--- src/rtl/motion_est_top.sv ---
// rtl/motion_est_top.sv - full-search 16x16 block-matching motion estimator
// Sixteen PEs (one per vx) sweep the 32x32 search area; best SAD and vector are reported.
module motion_est_top (
  input  logic       clock,
  input  logic       reset_n,
  input  logic       start,
  input  logic [7:0] R,
  input  logic [7:0] S1,
  input  logic [7:0] S2,
  output logic [7:0] AddressR,
  output logic [9:0] AddressS1,
  output logic [9:0] AddressS2,
  output logic [7:0] BestDist,
  output logic [3:0] motionX,
  output logic [3:0] motionY,
  output logic       completed
);

  localparam logic [12:0] LAST = 13'd4112;

  logic [12:0] count, count_d, count_m16;
  logic        run_d;
  logic [7:0]  rdly [1:15];
  logic [15:0] best;
  logic [3:0]  best_x, best_y;
  logic [4:0]  row1, row2;

  logic [15:0] fin;
  logic [15:0] sad [16];
  logic [3:0]  fvy [16];
  logic        hit;
  logic [15:0] hsad;
  logic [3:0]  hx, hy;

  // S2 feeds pixels whose row began one block earlier; deriving it from count-16
  // keeps the row correct when the PE's candidate straddles a vy boundary.
  assign count_m16 = count - 13'd16;
  assign row1      = {1'b0, count[11:8]} + {1'b0, count[7:4]};
  assign row2      = {1'b0, count_m16[11:8]} + {1'b0, count_m16[7:4]};
  assign AddressR  = count[7:0];
  assign AddressS1 = {row1, 1'b0, count[3:0]};
  assign AddressS2 = {row2, 1'b1, count[3:0]};

  genvar k;
  generate
    for (k = 0; k < 16; k++) begin : g_pe
      logic [7:0]  rv, sv, ad;
      logic [12:0] idx;
      logic        ok;
      logic [15:0] acc;

      if (k == 0) begin : g_r0
        assign rv = R;
      end else begin : g_rk
        assign rv = rdly[k];
      end

      assign sv  = (count_d[3:0] >= 4'(k)) ? S1 : S2;
      assign ad  = (rv > sv) ? (rv - sv) : (sv - rv);
      assign idx = count_d - 13'(k);
      assign ok  = run_d && (count_d >= 13'(k)) && !idx[12];

      assign fin[k] = ok && (idx[7:0] == 8'hFF);
      assign sad[k] = acc + {8'd0, ad};
      assign fvy[k] = idx[11:8];

      always_ff @(posedge clock or negedge reset_n) begin
        if (!reset_n)
          acc <= '0;
        else if (ok)
          acc <= ((idx[7:0] == 8'd0) ? 16'd0 : acc) + {8'd0, ad};
      end
    end
  endgenerate

  // PE finish times never coincide, so at most one fin bit is set per cycle.
  always_comb begin
    hit  = 1'b0;
    hsad = '0;
    hx   = '0;
    hy   = '0;
    for (int i = 0; i < 16; i++) begin
      if (fin[i]) begin
        hit  = 1'b1;
        hsad = sad[i];
        hx   = 4'(i);
        hy   = fvy[i];
      end
    end
  end

  always_ff @(posedge clock or negedge reset_n) begin
    if (!reset_n) begin
      count     <= '0;
      count_d   <= '0;
      run_d     <= 1'b0;
      for (int i = 1; i < 16; i++) rdly[i] <= '0;
      best      <= 16'hFFFF;
      best_x    <= 4'h8;
      best_y    <= 4'h8;
      completed <= 1'b0;
    end else begin
      count_d <= count;
      run_d   <= start;
      rdly[1] <= R;
      for (int i = 2; i < 16; i++) rdly[i] <= rdly[i-1];

      if (!start)
        count <= '0;
      else if (count != LAST)
        count <= count + 13'd1;

      if (start && count == 13'd0) begin
        best      <= 16'hFFFF;
        best_x    <= 4'h8;
        best_y    <= 4'h8;
        completed <= 1'b0;
      end else begin
        if (hit && hsad < best) begin
          best   <= hsad;
          best_x <= hx;
          best_y <= hy;
        end
        if (start && count == LAST - 13'd1)
          completed <= 1'b1;
      end
    end
  end

  assign BestDist = (best > 16'd255) ? 8'hFF : best[7:0];
  assign motionX  = {~best_x[3], best_x[2:0]};
  assign motionY  = {~best_y[3], best_y[2:0]};

endmodule

--- config.mk ---
export PLATFORM = sky130hd
export DESIGN_NAME = motion_est_top
export DESIGN_NICKNAME = d
export VERILOG_FILES = /design/src/rtl/motion_est_top.sv
export SDC_FILE = /design/constraint.sdc
export NUM_CORES = 2
export LEC_CHECK = 0
export CORE_MARGIN = 2
export CORE_UTILIZATION = 47
export CTS_CLUSTER_SIZE = 20
export DETAILED_ROUTE_END_ITERATION = 10
export PLACE_DENSITY_LB_ADDON = 0.3
export SYNTH_ARGS = -nofsm -noshare
export SYNTH_HDL_FRONTEND = slang
export SYNTH_SLANG_ARGS = --single-unit
--- constraint.sdc ---
create_clock -name clock -period 23.2 [get_ports clock]
set_input_delay 4.64 -clock clock [delete_from_list [all_inputs] [get_ports clock]]
set_output_delay 4.64 -clock clock [all_outputs]
set_load 0.005 [all_outputs]
==> metrics.txt <==
outcome complete, no violations; P&R area growth vs syn 8.06%; register area share after synthesis 22.7%; Crit path arrival time 14630 ps; post-cts hold buffer count 0; Worst Setup End Kind register; WS Path Type input port to register; Skew-Pair Late Insertion Delay 650 ps; Synth area leaders dfrtp_1 22%, ha_1 14%, xnor2_1 6.5%; total I/O pin count 72; number of setup buffers added after CTS 0; Synth top area share 21.7%; CP startpoint S1[2]; mux contribution to synthesized area 4.13%; Vias 43700; Final Hold Viols 0; FMAX 71.1 MHz; Core Util, Final 51.1%; number of clock sinks 428; drt initial violations 4011; clk_skew 30.8 ps; pin count of the biggest net entering global routing 74; worst reg2reg startpoint count_d[2]; First-pass DRT Iterations 7; htree depth 2; Post-Syn Instances 5873; Ys Warns 0; async set-reset flop share out of synthesis 100%; Synth Register Bits 428; largest stage delay on the critical path 870 ps; Worst-path clk slew 60 ps; Via density 6.12; layout cells sized above 1 5.99%; main combinational cell family by area after synthesis compound AO/OA/AOI/OAI gates; Synth area leader dfrtp_1; DRC 0; Hold WC Path Type register to register; global-route wire length before repair 245000 um; storage element area 10700 um2; Max rail drop VDD 0.0000930 V; RSZ-0062 raised after global routing false; Finish-stage setup viols 0; Tightest Pin Transition 1270 ps; Post-synth top cells 543 x ha_1, 523 x nand2_1, 516 x inv_1, 440 x o21ai_0, 410 x dfrtp_1; min cycle time layout 14060 ps; Final WS setup 9140 ps; Die Ht 321 um; PortBufs 69; headroom to the max-slew limit 15.0%; GPL Wtd Cong 0.975; Clock Tree Root clkbuf_16; Post-Syn Nets 6509; Post-Synth XOR/XNOR Area 9.11%; Slew Limit Fails 0; Synth cell types 92; Synth Area in Compound Gates 22.7%; CTS tree yes; Power per Cell Area 80.7 nW/um2; Final ANT Viol Nets 0; hpwl dp 125000 um; Initial Utilization 47.3%; Global Route Usage Sum 30.4%; die area 103000 um2; Power Total 0.00412 W; most frequent cell after synthesis ha_1; CTS buffer count 55; # nets final 6440; die boundary width 321 um; Final period util 60.6%; clk buf depth 3; Syn Area/Cell 8.04 um2; Post-synth EDFFs 0; flop2flop setup slack 11360 ps; CP startpoint kind input port; pre-CTS WS 8710 ps; Critical-path top delay cell a2111oi_0; Fin Setup TNS 0 ps; cells on worst reg2reg path 38; Synth Flop Type dfrtp_1; Static Leak 23.6 nW; vias in the first global route 42300; worst-path fanout max 26; DRT Wirelength 159000 um; core area 99900 um2; Setup crit end best[5]; Post-Syn Area 47200 um2; Reg-to-Reg End best[5]; Synth Area in Adders 17.2%; Multi-input gate area 33400 um2; Core Rows 116; Critical Path RT 23770 ps; Hold WS 389 ps; Max Cap Viol 0; initial antenna violation count 2; GRT overflow 0; simple-gate share of the synthesized area 17.4%; fill cell count 9479; cts repair resizes 0; Routed wire per std cell 22.3 um
==> cell type report <==
class / count / share of cell area (%)
clock buffers: 81 / 3.25
clock inverters: 19 / 0.581
multi-input cells: 4641 / 65.4
well taps: 1298 / 3.18
diodes: 1 / 0.00491
inverters: 518 / 3.81
repair buffers: 160 / 2.70
flip-flops and latches: 428 / 21.0
==> registers in the layout, indices dropped and copies added (netlist names) <==
name       cells
best          16
best_x         4
best_y         4
completed      1
count         13
count_d       13
g_pe.acc     256
g_pe.rv      120
run_d          1
==> placed cells by master, fill, tap and decap left out, types with 67 or more instances in the layout <==
cell	Yosys	routed
ha_1	543	543
nand2_1	523	523
inv_1	516	516
o21ai_0	440	440
dfrtp_1	410	407
a21oi_1	384	384
nor2_1	353	352
xnor2_1	351	351
xor2_1	140	140
nor2b_1	137	136
a21o_1	132	132
nand3_1	123	123
and2_1	107	107
o21bai_1	105	105
mux2i_1	105	105
nor3_1	104	101
buf_4	25	90
mux2_2	80	80
nand4_1	75	75
clkdlybuf4s50_1	0	68
o211ai_1	67	67
==> through the flow <==
| step | cells | cell area (um2) |
|---|---|---|
| after global routing | 7145 | 51000 |
| final | 7146 | 51000 |
| after detailed placement | 7044 | 49100 |
| after global placement | 7044 | 49100 |
| after floorplan | 5873 | 47200 |
| after CTS | 7144 | 51000 |
==> worst min path at each step <==
stage,end,start,slack (ps),cells after the start
2_1_floorplan,g_pe[10].rv[7],g_pe[9].rv[7],360,0
3_3_place_gp,g_pe[6].rv[7],g_pe[5].rv[7],370,0
3_5_place_dp,g_pe[9].rv[7],g_pe[8].rv[7],380,0
4_1_cts,g_pe[9].rv[7],g_pe[8].rv[7],390,0
5_1_grt,g_pe[9].rv[7],g_pe[8].rv[7],390,0
6_report,g_pe[6].rv[7],g_pe[5].rv[7],390,0
==> critical path: cells and delay by family <==
family | cells | cell delay [ps]
AOI/OAI and AO/OA | 17 | 5080
and+or+nand+nor | 9 | 1430
buffers and inverters | 4 | 1710
muxes | 1 | 340
adders and majority gates | 3 | 990
xor gates and xnor gates | 2 | 400
==> logic make-up after synthesis <==
family / after synthesis
AO/OA/AOI/OAI: 1671
XOR/XNOR: 491
adder cells (fa/ha/maj): 609
buffers and inverters: 804
flip-flops: 428
multiplexers: 185
other: 2
AND/OR/NAND/NOR: 1683
==> report_power, final <==
| part | leakage, nW | internal (W) | switching (W) |
|---|---|---|---|
| combinational | 17.6 | 0.000918 | 0.00133 |
| sequential | 5.01 | 0.000836 | 0.0000890 |
| clock | 0.954 | 0.000569 | 0.000374 |
==> layer usage <==
| layer | wire, um | up-vias | GRT usage [%] |
|---|---|---|---|
| met5 | 0 | - | 0 |
| met4 | 10200 | 0 | 16.7 |
| met3 | 11300 | 401 | 4.02 |
| met2 | 73500 | 1806 | 50.8 |
| met1 | 64300 | 21000 | 37.8 |
| li1 | - | 20600 | - |
(Power assumes the default switching activity.)
